## src/rtl/exc_ctrl_pkg.sv

```systemverilog
// exc_ctrl_pkg: shared CP0 definitions for the exception sequencer.
// Register numbers, STATUS/CAUSE fields, ExcCodes, vectors, FSM states.
package exc_ctrl_pkg;

   localparam logic [31:0] VEC_NORMAL = 32'h0000_3000;
   localparam logic [31:0] VEC_BOOT   = 32'hBFC0_0380;
   localparam int          N_IRQ      = 6;

   localparam logic [4:0] CP0_STATUS    = 5'd12;
   localparam logic [4:0] CP0_CAUSE     = 5'd13;
   localparam logic [4:0] CP0_EPC       = 5'd14;
   localparam logic [4:0] CP0_ERROR_EPC = 5'd30;

   localparam int ST_IE  = 0;
   localparam int ST_EXL = 1;
   localparam int ST_ERL = 2;
   localparam int ST_BEV = 22;
   localparam int CA_BD  = 31;

   localparam logic [4:0] EXC_INT = 5'd0;
   localparam logic [4:0] EXC_SYS = 5'd8;
   localparam logic [4:0] EXC_BP  = 5'd9;
   localparam logic [4:0] EXC_RI  = 5'd10;
   localparam logic [4:0] EXC_OV  = 5'd12;

   typedef enum logic [2:0] {
      S_IDLE,
      S_W_CAUSE,
      S_W_EPC,
      S_W_STATUS,
      S_REDIRECT,
      S_E_STATUS,
      S_E_REDIRECT
   } state_t;

   // {BD, 0, IP[7:2], IP[1:0]=0, 0, ExcCode, 00}
   function automatic logic [31:0] cause_word(
      input logic             bd,
      input logic [N_IRQ-1:0] ip,
      input logic [4:0]       code
   );
      return {bd, 15'b0, ip, 2'b0, 1'b0, code, 2'b0};
   endfunction

endpackage

```

## src/rtl/exc_ctrl_if.sv

```systemverilog
// exc_ctrl_if: CP0 single write port (we/num/sel/wdata).
// master = exception sequencer, slave = CP0 register file.
interface exc_ctrl_if;
   logic        we;
   logic [4:0]  num;
   logic [2:0]  sel;
   logic [31:0] wdata;

   modport master (output we, num, sel, wdata);
   modport slave  (input  we, num, sel, wdata);
endinterface

```

## src/rtl/exc_ctrl_prio.sv

```systemverilog
// exc_prio: combinational priority encoder for exception requests.
// In: flags, int_pend, eret, valid. Out: take, is_eret, code.
import exc_ctrl_pkg::*;

module exc_prio (
   input  logic       valid,
   input  logic       exc_ri,
   input  logic       exc_ov,
   input  logic       exc_sys,
   input  logic       exc_bp,
   input  logic       int_pend,
   input  logic       eret,
   output logic       take,
   output logic       is_eret,
   output logic [4:0] code
);

   // Flags overlap, so this is a true priority chain.
   always_comb begin
      take    = 1'b0;
      is_eret = 1'b0;
      code    = EXC_INT;
      if (valid) begin
         if (exc_ri) begin
            take = 1'b1;
            code = EXC_RI;
         end else if (exc_ov) begin
            take = 1'b1;
            code = EXC_OV;
         end else if (exc_sys) begin
            take = 1'b1;
            code = EXC_SYS;
         end else if (exc_bp) begin
            take = 1'b1;
            code = EXC_BP;
         end else if (int_pend) begin
            take = 1'b1;
            code = EXC_INT;
         end else if (eret) begin
            take    = 1'b1;
            is_eret = 1'b1;
         end
      end
   end

endmodule

```

## src/rtl/exc_ctrl.sv

```systemverilog
// exc_ctrl: CP0 exception/interrupt/ERET sequencer.
// Ports: MEM-stage flags + CP0 state in; CP0 write bus, busy/flush/redirect out.
import exc_ctrl_pkg::*;

module exc_ctrl (
   input  logic             clk,
   input  logic             rst_n,
   input  logic             exc_ri,
   input  logic             exc_ov,
   input  logic             exc_sys,
   input  logic             exc_bp,
   input  logic             eret,
   input  logic [31:0]      inst_pc,
   input  logic             inst_in_ds,
   input  logic             inst_valid,
   input  logic [N_IRQ-1:0] irq,
   input  logic [31:0]      cp0_status,
   input  logic [31:0]      cp0_epc,
   input  logic [31:0]      cp0_error_epc,
   exc_ctrl_if.master       cp0,
   output logic             busy,
   output logic             flush,
   output logic             redirect_valid,
   output logic [31:0]      redirect_pc
);

   state_t      state;
   logic [31:0] pc_q;
   logic        ds_q;
   logic [31:0] status_q;
   logic [31:0] epc_q;
   logic [31:0] eepc_q;

   logic        int_pend;
   logic        take;
   logic        is_eret;
   logic [4:0]  code;

   assign int_pend = (|(irq & cp0_status[15:10]))
                   & cp0_status[ST_IE]
                   & ~cp0_status[ST_EXL]
                   & ~cp0_status[ST_ERL];

   exc_prio u_prio (
      .valid    (inst_valid),
      .exc_ri   (exc_ri),
      .exc_ov   (exc_ov),
      .exc_sys  (exc_sys),
      .exc_bp   (exc_bp),
      .int_pend (int_pend),
      .eret     (eret),
      .take     (take),
      .is_eret  (is_eret),
      .code     (code)
   );

   assign cp0.sel = 3'd0;

   // Outputs are registered on entry to each state, so the
   // write/redirect for a state is visible while in that state.
   always_ff @(posedge clk) begin
      if (!rst_n) begin
         state          <= S_IDLE;
         pc_q           <= '0;
         ds_q           <= 1'b0;
         status_q       <= '0;
         epc_q          <= '0;
         eepc_q         <= '0;
         busy           <= 1'b0;
         flush          <= 1'b0;
         redirect_valid <= 1'b0;
         redirect_pc    <= '0;
         cp0.we         <= 1'b0;
         cp0.num        <= '0;
         cp0.wdata      <= '0;
      end else begin
         flush          <= 1'b0;
         redirect_valid <= 1'b0;
         redirect_pc    <= '0;
         cp0.we         <= 1'b0;
         cp0.num        <= '0;
         cp0.wdata      <= '0;
         unique case (state)
            S_IDLE: begin
               if (take) begin
                  pc_q     <= inst_pc;
                  ds_q     <= inst_in_ds;
                  status_q <= cp0_status;
                  epc_q    <= cp0_epc;
                  eepc_q   <= cp0_error_epc;
                  busy     <= 1'b1;
                  flush    <= 1'b1;
                  cp0.we   <= 1'b1;
                  if (is_eret) begin
                     state   <= S_E_STATUS;
                     cp0.num <= CP0_STATUS;
                     if (cp0_status[ST_ERL])
                        cp0.wdata <= cp0_status & ~32'h4;
                     else
                        cp0.wdata <= cp0_status & ~32'h2;
                  end else begin
                     state     <= S_W_CAUSE;
                     cp0.num   <= CP0_CAUSE;
                     cp0.wdata <= cause_word(inst_in_ds,
                                             irq, code);
                  end
               end
            end
            S_W_CAUSE: begin
               cp0.we <= 1'b1;
               // Nested exception keeps the original EPC.
               if (status_q[ST_EXL]) begin
                  state     <= S_W_STATUS;
                  cp0.num   <= CP0_STATUS;
                  cp0.wdata <= status_q | 32'h2;
               end else begin
                  state     <= S_W_EPC;
                  cp0.num   <= CP0_EPC;
                  cp0.wdata <= ds_q ? pc_q - 32'd4 : pc_q;
               end
            end
            S_W_EPC: begin
               state     <= S_W_STATUS;
               cp0.we    <= 1'b1;
               cp0.num   <= CP0_STATUS;
               cp0.wdata <= status_q | 32'h2;
            end
            S_W_STATUS: begin
               state          <= S_REDIRECT;
               redirect_valid <= 1'b1;
               redirect_pc    <= status_q[ST_BEV] ?
                                 VEC_BOOT : VEC_NORMAL;
            end
            S_E_STATUS: begin
               state          <= S_E_REDIRECT;
               redirect_valid <= 1'b1;
               redirect_pc    <= status_q[ST_ERL] ?
                                 eepc_q : epc_q;
            end
            S_REDIRECT, S_E_REDIRECT: begin
               state <= S_IDLE;
               busy  <= 1'b0;
            end
            default: begin
               state <= S_IDLE;
               busy  <= 1'b0;
            end
         endcase
      end
   end

endmodule

```

## src/flat_wrapper.sv

```systemverilog
// flat-port wrapper written by rule: the top's interface ports become plain ports
module exc_ctrl_flat 
  (clk, rst_n, exc_ri, exc_ov, exc_sys, exc_bp, eret, inst_pc, inst_in_ds, inst_valid, irq, cp0_status, cp0_epc, cp0_error_epc, busy, flush, redirect_valid, redirect_pc, cp0_we, cp0_num, cp0_sel, cp0_wdata);
  exc_ctrl_if cp0_i ();
  input  logic clk;
  input  logic rst_n;
  input  logic exc_ri;
  input  logic exc_ov;
  input  logic exc_sys;
  input  logic exc_bp;
  input  logic eret;
  input  logic [31:0] inst_pc;
  input  logic inst_in_ds;
  input  logic inst_valid;
  input  logic [N_IRQ-1:0] irq;
  input  logic [31:0] cp0_status;
  input  logic [31:0] cp0_epc;
  input  logic [31:0] cp0_error_epc;
  output logic busy;
  output logic flush;
  output logic redirect_valid;
  output logic [31:0] redirect_pc;
  output wire logic [$bits(cp0_i.we)-1:0] cp0_we;
  output wire logic [$bits(cp0_i.num)-1:0] cp0_num;
  output wire logic [$bits(cp0_i.sel)-1:0] cp0_sel;
  output wire logic [$bits(cp0_i.wdata)-1:0] cp0_wdata;
  assign cp0_we = cp0_i.we;
  assign cp0_num = cp0_i.num;
  assign cp0_sel = cp0_i.sel;
  assign cp0_wdata = cp0_i.wdata;
  exc_ctrl u_core (.clk(clk), .rst_n(rst_n), .exc_ri(exc_ri), .exc_ov(exc_ov), .exc_sys(exc_sys), .exc_bp(exc_bp), .eret(eret), .inst_pc(inst_pc), .inst_in_ds(inst_in_ds), .inst_valid(inst_valid), .irq(irq), .cp0_status(cp0_status), .cp0_epc(cp0_epc), .cp0_error_epc(cp0_error_epc), .cp0(cp0_i), .busy(busy), .flush(flush), .redirect_valid(redirect_valid), .redirect_pc(redirect_pc));
endmodule
```

## config.mk

```make
export PLATFORM = sky130hd
export DESIGN_NAME = exc_ctrl_flat
export DESIGN_NICKNAME = d
export VERILOG_FILES = /design/src/rtl/exc_ctrl_pkg.sv /design/src/rtl/exc_ctrl_if.sv /design/src/rtl/exc_ctrl_prio.sv /design/src/rtl/exc_ctrl.sv /design/src/flat_wrapper.sv
export SDC_FILE = /design/constraint.sdc
export NUM_CORES = 1
export LEC_CHECK = 0
export BUFFER_PORTS_ARGS = -buffer_cell sky130_fd_sc_hd__buf_2
export CAP_MARGIN = 10
export CORE_MARGIN = 2
export CORE_UTILIZATION = 48
export DETAILED_ROUTE_END_ITERATION = 6
export GPL_TIMING_DRIVEN = 0
export PLACE_DENSITY = 0.75
export SYNTH_ARGS = -nofsm -noshare
export SYNTH_HDL_FRONTEND = slang
export SYNTH_HIERARCHICAL = 1
export SYNTH_SLANG_ARGS = --single-unit
```

## constraint.sdc

```tcl
create_clock -name clk -period 3.07 [get_ports clk]
set_input_delay 0.921 -clock clk [delete_from_list [all_inputs] [get_ports clk]]
set_output_delay 0.921 -clock clk [all_outputs]
set_load 0.005 [all_outputs]
```

# Yosys cells after proc, flatten, opt, wreduce, memory -nomap -nowiden
# Index checks and enable logic that the tools add are counted.
# W data, S select, Z words.
# op_classes
add_sub_neg,1
n_eq_ne,5
mux,40
bitwise,7
n_reduce_logical,8
# ops
op,count
$mux W32,6
$pmux W32 S3,1
$pmux W32 S2,1
$sub A32 B3 Y32 const B,1
$mux W4,5
$mux W1,18
$pmux W3 S5,1
$pmux W5 S3,1
$and A6 B6 Y6,1
$eq A3 B2 Y1 const B,2
$mux W3,2
$reduce_and A2 Y1,3
$reduce_or A6 Y1,1
$mux W5,1
$mux W2,2
$pmux W1 S2,2
$reduce_or A2 Y1,2
$reduce_or A4 Y1,1
$and A1 B1 Y1,3
$eq A3 B1 Y1 const B,1
$eq A3 B3 Y1 const B,1
$logic_not A3 Y1,1
$not A1 Y1,3
$ne A2 B1 Y1 const B,1
# totals
ff_bits,205
input_bits,143
out_inout_bits,76
wordCells,74

# Depth between registers and ports, before layout
# Gate-level depths: netlist of the first run.
# logic_depth
word_depth,14
ltp_mapped,12

# By module
# The synthesis of the first run kept the hierarchy.
# modules_own_cells
mod,instances,cells_each,area_per_inst_um2,seq_area_each_um2
exc_ctrl,1,990,8446.9,4043.9
exc_prio,1,12,71.3,0.0

# Worst setup path before layout of the first run
# Ideal clock, no wire load.
# synth_path
path_kind,input port to flip-flop
startpoint,input exc_sys
endpoint,register u_core.cp0.wdata[12]
setup_time_ns,0.128
arrival_time_ns,2.970
required_time_ns,2.942
slack_ns,-0.027
stages,6
n_path_buf,1
path_cell_list,or4_4 > nor3_1 > clkbuf_1 > mux2_2 > a222oi_1 > nor2_1
# synth_between
elab_chain_len,7
elab_cells_between_ends,11
cone_classes,mux (11)
# synth_rtl
item,line,rtl
from (decl),flat_wrapper.sv:9,input logic exc_sys;
$mux W1,exc_ctrl_prio.sv:30,end else if (exc_sys) begin
$mux W1,exc_ctrl_prio.sv:27,end else if (exc_ov) begin
$mux W1,exc_ctrl_prio.sv:24,if (exc_ri) begin
$mux W1,exc_ctrl_prio.sv:23,if (valid) begin
net u_core.is_eret,exc_ctrl.sv:36,logic is_eret;
$mux W32,exc_ctrl.sv:94,if (is_eret) begin
$mux W32,exc_ctrl.sv:85,if (take) begin
$pmux W32 S3,exc_ctrl.sv:83,unique case (state)
to (signal assigned),exc_ctrl.sv:98,cp0.wdata <= cp0_status & ~32'h4;
to (signal assigned),exc_ctrl.sv:100,cp0.wdata <= cp0_status & ~32'h2;
to (signal assigned),exc_ctrl.sv:104,"cp0.wdata <= cause_word(inst_in_ds,"
to (decl),exc_ctrl_if.sv:9,"modport master (output we, num, sel, wdata);"
# The timed path passes the listed nets, and every way through them passes these cells.
# A chain may end at the register's enable or synchronous reset.

# Final worst setup path of the first run
# layout_path
startpoint,input cp0_status[13]
endpoint,register u_core.eepc_q[14]
# layout_between
elab_chain_len,12
# layout_rtl
item,line,rtl
from (decl),flat_wrapper.sv:16,input logic [31:0] cp0_status;
$and A6 B6 Y6,exc_ctrl.sv:39,assign int_pend = (|(irq & cp0_status[15:10]))
$reduce_or A6 Y1,exc_ctrl.sv:39,
$and A1 B1 Y1,exc_ctrl.sv:40,& cp0_status[ST_IE]
$and A1 B1 Y1,exc_ctrl.sv:41,& ~cp0_status[ST_EXL]
$and A1 B1 Y1,exc_ctrl.sv:42,& ~cp0_status[ST_ERL];
net u_core.int_pend,exc_ctrl.sv:34,logic int_pend;
$mux W1,exc_ctrl_prio.sv:36,end else if (int_pend) begin
$mux W1,exc_ctrl_prio.sv:33,end else if (exc_bp) begin
$mux W1,exc_ctrl_prio.sv:30,
$mux W1,exc_ctrl_prio.sv:27,
$mux W1,exc_ctrl_prio.sv:24,
$mux W1,exc_ctrl_prio.sv:23,
net u_core.take,exc_ctrl.sv:35,logic take;
$reduce_and A2 Y1 (no line),-,
to (signal assigned),exc_ctrl.sv:90,eepc_q <= cp0_error_epc;
to (decl),exc_ctrl.sv:32,logic [31:0] eepc_q;
# The timed path passes the listed nets, and every way through them passes these cells.

==> results of run 1 <==
## Yosys cell counts, types with 2 or more instances
cell,number
nor4b_1,2
clkbuf_1,63
and2_1,10
buf_1,6
nor4_2,2
o22ai_1,7
nor3b_1,3
nand3b_1,2
or4_4,3
a21boi_0,111
nor4_1,7
a221oi_1,10
nor3_1,11
a22oi_1,10
o21ai_1,5
nand2b_1,6
a222oi_1,9
nand3_1,5
xor2_1,10
o21ai_0,17
mux2i_1,27
a32oi_1,4
a21boi_1,19
or3_1,5
o31a_1,3
xnor2_1,12
conb_1,2
a31oi_1,3
or4_1,3
nand4_1,4
buf_2,2
nand2_1,287
buf_4,7
nor2_1,57
nor2b_1,2
dfxtp_1,202
nand4b_1,2
a21oi_1,21
inv_1,6
mux2_2,17
## worst max-delay path: stages
cell      delay (ns)
buf_2           0.11
a22oi_1         0.09
nand2_1         0.08
a221oi_2        0.05
nor4b_2         0.42
o31a_1          0.31
nor4b_2         0.37
clkbuf_2        0.33
clkbuf_1        0.42
nand2_1         0.14
a21boi_0        0.19
## per-layer routing
layer  vias to the layer above  GRT usage  wire length [um]
li1                       3883          -                 -
met1                      3688      0.368             10900
met2                       373      0.399             11400
met3                        76     0.0559              2410
met4                         2     0.0916               779
met5                         -          0                13
## how the worst max path moves through the flow
stage / depth (start not counted) / to / start / slack, ns
final: 11 / u_core/eepc_q[14]$_SDFFE_PN0P_ / cp0_status[13] / 0.03
after global routing: 11 / u_core/eepc_q[22]$_SDFFE_PN0P_ / cp0_status[12] / -0.08
after CTS: 12 / u_core/cp0.wdata[29]$_SDFF_PN0_ / cp0_status[12] / 0.005
after detailed placement: 13 / u_core/status_q[7]$_SDFFE_PN0P_ / cp0_status[12] / -1.04
after global placement: 13 / u_core/status_q[13]$_SDFFE_PN0P_ / cp0_status[12] / -0.96
after floorplan: 12 / u_core/status_q[2]$_SDFFE_PN0P_ / irq[2] / 0.06
## power breakdown
| group | internal (W) | switching, W |
|---|---|---|
| combinational | 0.000368 | 0.000581 |
| sequential | 0.00278 | 0.000108 |
| clock | 0.00165 | 0.00104 |
| total | 0.00480 | 0.00173 |
## flip-flops by register name (all words and copies together) (netlist names)
register / cells
u_core/status_q: 32
u_core/redirect_valid: 1
u_core/cp0.num: 3
u_core/redirect_pc: 32
u_core/cp0.wdata: 32
u_core/flush: 1
u_core/ds_q: 1
u_core/state: 3
u_core/pc_q: 32
u_core/eepc_q: 32
u_core/busy: 1
u_core/epc_q: 32
## kinds of logic after synthesis
family / count (synthesis) / share of synthesized area
AOI/OAI and AO/OA: 229 / 0.194
xor gates and xnor gates: 22 / 0.0226
adders and majority gates: 1 / 0.00147
buffers and inverters: 84 / 0.0404
DFF: 202 / 0.475
muxes: 44 / 0.0542
other: 2 / 0.000882
and+or+nand+nor: 418 / 0.212
## through the flow
stage | setup TNS (ns) | instances
global route | -1.01 | 1481
global placement | -122.56 | 1444
finish | 0 | 1481
detailed placement | -131.52 | 1444
CTS | 0 | 1480
floorplan | 0 | 1005
## repair_timing
| item | 4_1_cts | 5_1_grt |
|---|---|---|
| gates resized for setup | 21 | 13 |
| pin swaps | 0 | 1 |
| setup endpoints to repair | 159 | 97 |
## area by class of cell
class,count,area share
clock buffers,31,0.0614
plain buffers,77,0.0326
clock inverters,6,0.00773
multi-input cells,719,0.391
diodes,1,0.000234
inverters,6,0.00211
flip-flops and latches,202,0.378
well taps,225,0.0263
repair buffers,214,0.100
==> run metrics, run 1 <==
outcome finished clean; total congestion overflow 0; first-pass GRT wire length between 30 and 40 mm; final setup fails 0; total number of yosys warnings 6; hold worst-path end u_core/status_q[6]$_SDFFE_PN0P_; DR vias/cell around 5.4; distinct cell type count after synthesis 58; # hold bufs at CTS 0; H-tree depth 1; area growth from synthesis to layout 25.4%; RSZ-0062 raised after global routing yes; total vias in the final route between 8000 and 9000; Hold Path Stages 2; post-CTS setup buffers 0; # nets final about 1400; Main synth FF type dfxtp_1; Yosys top cell by area dfxtp_1; post-synthesis sequential area ratio 0.475; placed instance area ~10000 um^2; Synth async-reset ratio 0; Worst Tran Pin Value approximately 0.86 ns; Arrival @ worst endpoint approximately 3.5 ns; vias in the first global route ~7300; die width 137 um; Period minus WS final between 3 and 4 ns; total power between 0.006 and 0.007 W; leakage dissipation between 4 and 5 nW; relative slew slack 0.424; Synth Instances roughly 1000; post-route design area approximately 11000 um^2; clock tree buffer depth 3; Hold Fails Final Rpt 0; Cell Pwr Density about 600 nW/um^2; final WL around 26 mm; commonest non-fill, non-tap cells in the layout 287 x nand2_1, 217 x buf_2, 202 x dfxtp_1, 111 x a21boi_0, 57 x nor2_1; Rows between 40 and 50; worst slack at placement -1.04 ns; layout cells sized above 1 0.245; fillers 1531; post-route ant nets 0; area of the multi-input gates around 4200 um^2; Starting Density 0.492; Hold Path Class flop to flop; hold path start u_core/status_q[6]$_SDFFE_PN0P_; Detailed Routing Iterations Pass 1 6; end-of-flow core utilization 0.618; FMAX roughly 330 MHz; Reg-to-Reg Start u_core/state[1]$_SDFFE_PN0P_; IO Count around 220; Reg2Reg Setup Slack 0.23 ns; crit-path max FO 10; Reg area 4040 um^2; port bufs 214; core area ~17000 um^2; Clock Latency Late Sink 0.50 ns; antenna violations before repair 2; critical path type input pin to flop; largest net degree at the start of global routing 14; max-slew violations 0; commonest non-fill, non-tap cell in the layout nand2_1; total track usage 0.262; drc violations 0; CTS Buf Count 22; Reg clk slew, reported paths 0.06 ns; Mean Syn Cell Area roughly 8.5 um^2; Post-synth EDFFs 0; Worst Setup Start Kind input pin; worst r2r path cells 7; maximum vdd drop between 300 and 400 uV; DIE AREA approximately 19000 um^2; Worst Setup End Kind flop; FF-to-FF End u_core/cp0.wdata[22]$_SDFF_PN0_; initial drt markers approximately 680; Clock Skews 0.00931 ns; Yosys top cell area share 0.475; Max Cap Viol 0; CP Data Required Time between 3 and 4 ns; gpl congestion roughly 0.91; FF+latch count, synth a little over 200; min setup slack post-route between 0.02 and 0.03 ns; CTS Root Cell clkbuf_16; CTS tree built; Mapped Area 8520 um^2; hold slack 0.458 ns; # clock sinks 202; routed len/inst 17.3 um; leading cell types by total area after synthesis dfxtp_1 47%, nand2_1 13%, a21boi_0 9.8%; Die H roughly 140 um; fin crit share 0.991; Final HPWL DP roughly 19 mm
Power figures use the tool's default switching activity.
==> run 2: changes to the inputs <==
- PLACE_DENSITY: 0.75 -> default
- PLACE_DENSITY_LB_ADDON: default -> 0.15
==> run 2 against run 1 <==
  * Worst hold slack worse by 0.00053 ns
  * Routed wire length decreased by 1.9%
  * Critical path type unchanged
  * Sequential cell count unchanged
  * Global-route usage is 0.13 points lower
  * Die area did not move
  * Cell area down 0.44%
  * Clock-buffer cell count unchanged
  * Power down 2.7%
  * Utilization decreased by 0.27 points
  * First-iteration DRC count rose by 7.5%
  * Combinational power hardly changed
==> run metrics, run 2 (synthesis gave the netlist of run 1 again) <==
core area 17300 um^2 (unchanged); CTS Buf Count 22 (unchanged); gpl congestion 0.940 (was 0.915); critical path type input pin to flop (unchanged); Max Cap Viol 0 (unchanged); Period minus WS final 2.90 ns (was 3.04 ns); clock tree buffer depth 3 (unchanged); drc violations 0 (unchanged); vias in the first global route 7243 (was 7306); CP max stage cell nor4b_2 (unchanged); Arrival @ worst endpoint 3.35 ns (was 3.45 ns); Cell Pwr Density 596 nW/um^2 (was 610 nW/um^2); post-route design area 10600 um^2 (was 10700 um^2); CP Data Required Time 3.52 ns (was 3.48 ns); outcome finished clean (unchanged); DR vias/cell 5.29 (was 5.42); Rows 48 (unchanged); total congestion overflow 0 (unchanged); CTS Root Cell clkbuf_16 (unchanged); FMAX 345 MHz (was 329 MHz); # hold bufs at CTS 0 (unchanged); CP max stage delay 0.39 ns (was 0.42 ns); Detailed Routing Iterations Pass 1 7 (was 6); commonest non-fill, non-tap cell in the layout nand2_1 (unchanged); # nets final 1388 (was 1386); placed cell count 1444 (unchanged); first-pass GRT wire length 38.0 mm (was 38.4 mm); final WL 25.1 mm (was 25.6 mm); IO Count 219 (unchanged); relative slew slack 0.406 (was 0.424); initial drt markers 735 (was 684); H-tree depth 1 (unchanged); port bufs 214 (unchanged); antenna violations before repair 3 (was 2); die width 137 um (unchanged); crit-path cells buf_2 -> a22oi_1 -> nand2_1 -> a221oi_2 -> nor4b_2 -> o31a_1 -> nor4b_2 -> and2_1 -> clkbuf_2 -> a22oi_1 -> o21ai_0 -> a21o_1 (was buf_2 -> a22oi_1 -> nand2_1 -> a221oi_2 -> nor4b_2 -> o31a_1 -> nor4b_2 -> clkbuf_2 -> clkbuf_1 -> nand2_1 -> a21boi_0); DIE AREA 18800 um^2 (unchanged); max-slew violations 0 (unchanged); Hold Fails Final Rpt 0 (unchanged); CTS tree built (unchanged); Largest delay share family, worst path compound AO/OA/AOI/OAI gates (was simple AND/OR/NAND/NOR gates); leakage dissipation 4.40 nW (was 4.41 nW); Worst Tran Pin Value 0.888 ns (was 0.861 ns); largest net degree at the start of global routing 14 (unchanged); Bufs and invs on worst path 2 (was 3); met3 usage 0.0611 (was 0.0559); commonest non-fill, non-tap cells in the layout 287 x nand2_1, 217 x buf_2, 202 x dfxtp_1, 111 x a21boi_0, 57 x nor2_1 (unchanged); Reg clk slew, reported paths 0.06 ns (about the same); post-route ant nets 0 (unchanged); Clock Latency Late Sink 0.50 ns (about the same); Final HPWL DP 18.5 mm (was 18.6 mm); GR Util met2 0.399 (about the same); maximum vdd drop 387 uV (was 382 uV); final setup fails 0 (unchanged); total track usage 0.261 (was 0.262); routed len/inst 16.9 um (was 17.3 um); area growth from synthesis to layout 24.9% (was 25.4%); worst slack at placement -1.05 ns (was -1.04 ns); Die H 137 um (unchanged); Hold Path Class flop to flop (unchanged); layout cells sized above 1 0.248 (was 0.245); M1 GR Usage 0.371 (was 0.368); Starting Density 0.492 (unchanged); crit-path max FO 10 (unchanged); fin crit share 0.945 (was 0.991); Worst Setup End Kind flop (unchanged); # clock sinks 202 (unchanged); Clock Skews 0.0110 ns (was 0.00931 ns); ant diodes 0 (was 1); placed instance area 9880 um^2 (unchanged); total vias in the final route 7845 (was 8022); layer carrying the most global-route usage met2 (unchanged); min setup slack post-route 0.169 ns (was 0.0289 ns); Worst Setup Start Kind input pin (unchanged); fin cells 1483 (was 1481)
[run 2: worst min-delay path: cells and delay by family (launching register included)]
| family | cells | cell delay (ns) |
|---|---|---|
| AO/OA/AOI/OAI | 1 | 0.05 |
| AND/OR/NAND/NOR | 1 | 0.05 |
| flip-flops | 1 | 0.31 |
[run 2: area by class of cell]
type | count | area, um^2
buffer | 77 | 349
clock buffer | 31 | 646
clock inverter | 7 | 37.5
fill | 1593 | 6660
inverter | 6 | 22.5
multi-input combinational | 719 | 4170
sequential | 202 | 4040
tap | 225 | 282
timing repair buffer | 216 | 1090
[run 2: per-layer routing]
metal | share of wire | up-vias
met1 | 0.45 | 3563
li1 | - | 3888
met3 | 0.093 | 49
met2 | 0.43 | 341
met4 | 0.021 | 4
met5 | 0.0011 | -
[run 2: power breakdown]
group | switching [W] | total, W | internal (W)
Sequential | 0.000106 | 0.00289 | 0.00278
Combinational | 0.000580 | 0.000949 | 0.000369
Clock | 0.00105 | 0.00250 | 0.00146
Total | 0.00173 | 0.00634 | 0.00461
[run 2: final timing paths]
check                                  startpoint                         endpoint  slack, ns  cells past startpoint
hold reg to reg   u_core/status_q[6]$_SDFFE_PN0P_  u_core/status_q[6]$_SDFFE_PN0P_       0.46                      2
hold / removal    u_core/status_q[6]$_SDFFE_PN0P_  u_core/status_q[6]$_SDFFE_PN0P_       0.46                      2
setup reg to reg     u_core/state[1]$_SDFFE_PN0P_  u_core/cp0.wdata[20]$_SDFF_PN0_       0.31                      7
setup / recovery                   cp0_status[13]  u_core/cp0.wdata[29]$_SDFF_PN0_       0.17                     12
[run 2: metrics by stage]
stage | total power [W] | hold slack, ns | util | setup TNS (ns)
4_1_cts | 0.00637 | 0.455 | 0.613 | 0
2_1_floorplan | 0.00349 | 0.434 | - | 0
5_1_grt | 0.00661 | 0.481 | 0.615 | -0.0119
6_report | 0.00634 | 0.457 | 0.615 | 0
3_3_place_gp | 0.00385 | 0.441 | 0.571 | -121.45
3_5_place_dp | 0.00386 | 0.446 | 0.571 | -126.78
[run 2: what timing repair did]
item,CTS,global route
resized for setup,14,24
pin swaps,1,0
endpoints found under the setup margin,157,146
setup buffers,2,0
==> run 3: changes to the inputs <==
- BUFFER_PORTS_ARGS: -buffer_cell sky130_fd_sc_hd__buf_2 -> default
- CAP_MARGIN: 10 -> 20
- CORE_UTILIZATION: 48 -> 50
- DONT_BUFFER_PORTS: default -> 1
==> run 3 against run 2 <==
  * Setup slack improved by 0.0026 ns
  * Register-to-register slack about the same
  * Highest routed layer is now met4
  * Global-route usage about the same
  * First-iteration DRC count decreased by 24%
  * Clock skew increased by 0.0097 ns
  * Non-clock buffer count decreased by 214
==> run metrics, run 3 (synthesis gave the netlist of run 1 again) <==
FMAX 345 MHz (about the same); Combinational Power Share 0.128 (was 0.150); Period minus WS final 2.90 ns (about the same); core area 16600 um^2 (was 17300 um^2); worst slack at placement -0.899 ns (was -1.05 ns); fin crit share 0.944 (was 0.945); area growth from synthesis to layout 12.4% (was 24.9%); Max Cap Viol 0 (unchanged); CP Data Required Time 3.47 ns (was 3.52 ns); hold path start u_core/status_q[9]$_SDFFE_PN0P_ (was u_core/status_q[6]$_SDFFE_PN0P_); fin cells 1266 (was 1483); Starting Density 0.512 (was 0.492); # clock sinks 202 (unchanged); vias in the first global route 6735 (was 7243); final WL 24.6 mm (was 25.1 mm); total vias in the final route 7151 (was 7845); # nets final 1174 (was 1388); DR vias/cell 5.65 (was 5.29); Rows 47 (was 48); routed len/inst 19.4 um (was 16.9 um); setup TNS 0 ns (unchanged); layout cells sized above 1 0.0900 (was 0.248); initial drt markers 560 (was 735); Arrival @ worst endpoint 3.30 ns (was 3.35 ns); # hold bufs at CTS 0 (unchanged); total track usage 0.261 (about the same); worst setup path start irq[3] (was cp0_status[13]); commonest non-fill, non-tap cells in the layout 287 x nand2_1, 202 x dfxtp_1, 111 x a21boi_0, 57 x nor2_1, 48 x clkbuf_1 (was 287 x nand2_1, 217 x buf_2, 202 x dfxtp_1, 111 x a21boi_0, 57 x nor2_1); antenna violations before repair 1 (was 3); min setup slack post-route 0.171 ns (was 0.169 ns); gpl congestion 0.929 (was 0.940); net switching power 0.00168 W (was 0.00173 W); clock tree buffer depth 3 (unchanged); Flop pwr share 0.464 (was 0.455); port bufs 0 (was 214); Reg area 4040 um^2 (unchanged); Detailed Routing Iterations Pass 1 5 (was 7); total power 0.00626 W (was 0.00634 W); IO Count 219 (unchanged); drc violations 0 (unchanged); leakage dissipation 3.45 nW (was 4.40 nW); Final HPWL DP 18.1 mm (was 18.5 mm); crit-path max FO 10 (unchanged); maximum vdd drop 501 uV (was 387 uV); Die H 135 um (was 137 um); CTS tree built (unchanged); total congestion overflow 0 (unchanged); Worst Setup End Kind flop (unchanged); final setup fails 0 (unchanged); Internal Pwr Total 0.00458 W (was 0.00461 W); placed cell count 1225 (was 1444); outcome finished clean (unchanged); hold slack 0.459 ns (was 0.457 ns); largest net degree at the start of global routing 14 (unchanged); DIE AREA 18100 um^2 (was 18800 um^2); Reg clk slew, reported paths 0.06 ns (about the same); max-slew violations 0 (unchanged); critical path type input pin to flop (unchanged); die width 135 um (was 137 um); Hold Path Class flop to flop (unchanged); Hold Fails Final Rpt 0 (unchanged); post-route ant nets 0 (unchanged); Worst Tran Pin Value 0.877 ns (was 0.888 ns); H-tree depth 1 (unchanged); relative slew slack 0.416 (was 0.406); CTS Root Cell clkbuf_16 (unchanged); Worst Setup Start Kind input pin (unchanged); Cell Pwr Density 654 nW/um^2 (was 596 nW/um^2); CTS Buf Count 22 (unchanged); first-pass GRT wire length 37.1 mm (was 38.0 mm); Clock Skews 0.0207 ns (was 0.0110 ns); Clock Latency Late Sink 0.51 ns (was 0.50 ns); fillers 1584 (was 1593); Reg-to-Reg Start u_core/state[1]$_SDFFE_PN0P_ (unchanged); area of the multi-input gates 4160 um^2 (was 4170 um^2); switching share of power 0.268 (was 0.273); commonest non-fill, non-tap cell in the layout nand2_1 (unchanged); Clk pwr share 0.408 (was 0.395)
==> run 3: layer usage <==
layer,global-route usage,vias up,wire length (um)
met5,0,-,0
met4,0.0784,0,590
met3,0.0766,46,2490
met2,0.388,298,10300
met1,0.369,3339,11100
li1,-,3468,-
==> run 3: worst paths after layout <==
| path | end | slack (ns) | depth (start not counted) |
|---|---|---|---|
| setup / recovery | u_core/status_q[13]$_SDFFE_PN0P_ | 0.17 | 11 |
| hold reg to reg | u_core/status_q[9]$_SDFFE_PN0P_ | 0.46 | 2 |
| setup reg to reg | u_core/cp0.wdata[20]$_SDFF_PN0_ | 0.31 | 7 |
| hold / removal | u_core/status_q[9]$_SDFFE_PN0P_ | 0.46 | 2 |
==> run 3: worst max-delay path, cell delays in order <==
cell	delay [ns]
a22oi_1	0.17
nand2_1	0.07
a221oi_1	0.31
nor4b_1	0.14
o31a_1	0.37
nand2b_1	0.13
or3_4	0.20
clkbuf_2	0.32
clkbuf_2	0.34
nand2_1	0.09
a21boi_0	0.23
==> run 3: power by group through the flow <==
stage | sequential (W) | combinational [W] | clock, W
after floorplan | 0.00292 | 0.000569 | 0
after global placement | 0.00295 | 0.000769 | 0
after detailed placement | 0.00295 | 0.000780 | 0
after CTS | 0.00290 | 0.000785 | 0.00261
after global routing | 0.00292 | 0.000883 | 0.00272
final | 0.00290 | 0.000800 | 0.00256
==> run 3: repair_timing <==
item                                    in CTS  in global routing
endpoints found under the setup margin     142                 86
resized for setup                            8                 23
buffers inserted                             0                  2
==> run 3: layout make-up <==
type	instances	share of cell area
tap	220	0.0288
inverter	6	0.00235
timing repair buffer	2	0.00157
clock inverter	6	0.00431
clock buffer	33	0.0702
multi-input combinational	719	0.434
antenna	1	0.000261
buffer	77	0.0357
sequential	202	0.422
==> run 3: through the flow <==
stage	cell area (um^2)	util
3_5_place_dp	8810	0.529
3_3_place_gp	8810	0.529
6_report	9570	0.575
4_1_cts	9530	0.573
5_1_grt	9570	0.575
2_1_floorplan	8530	-
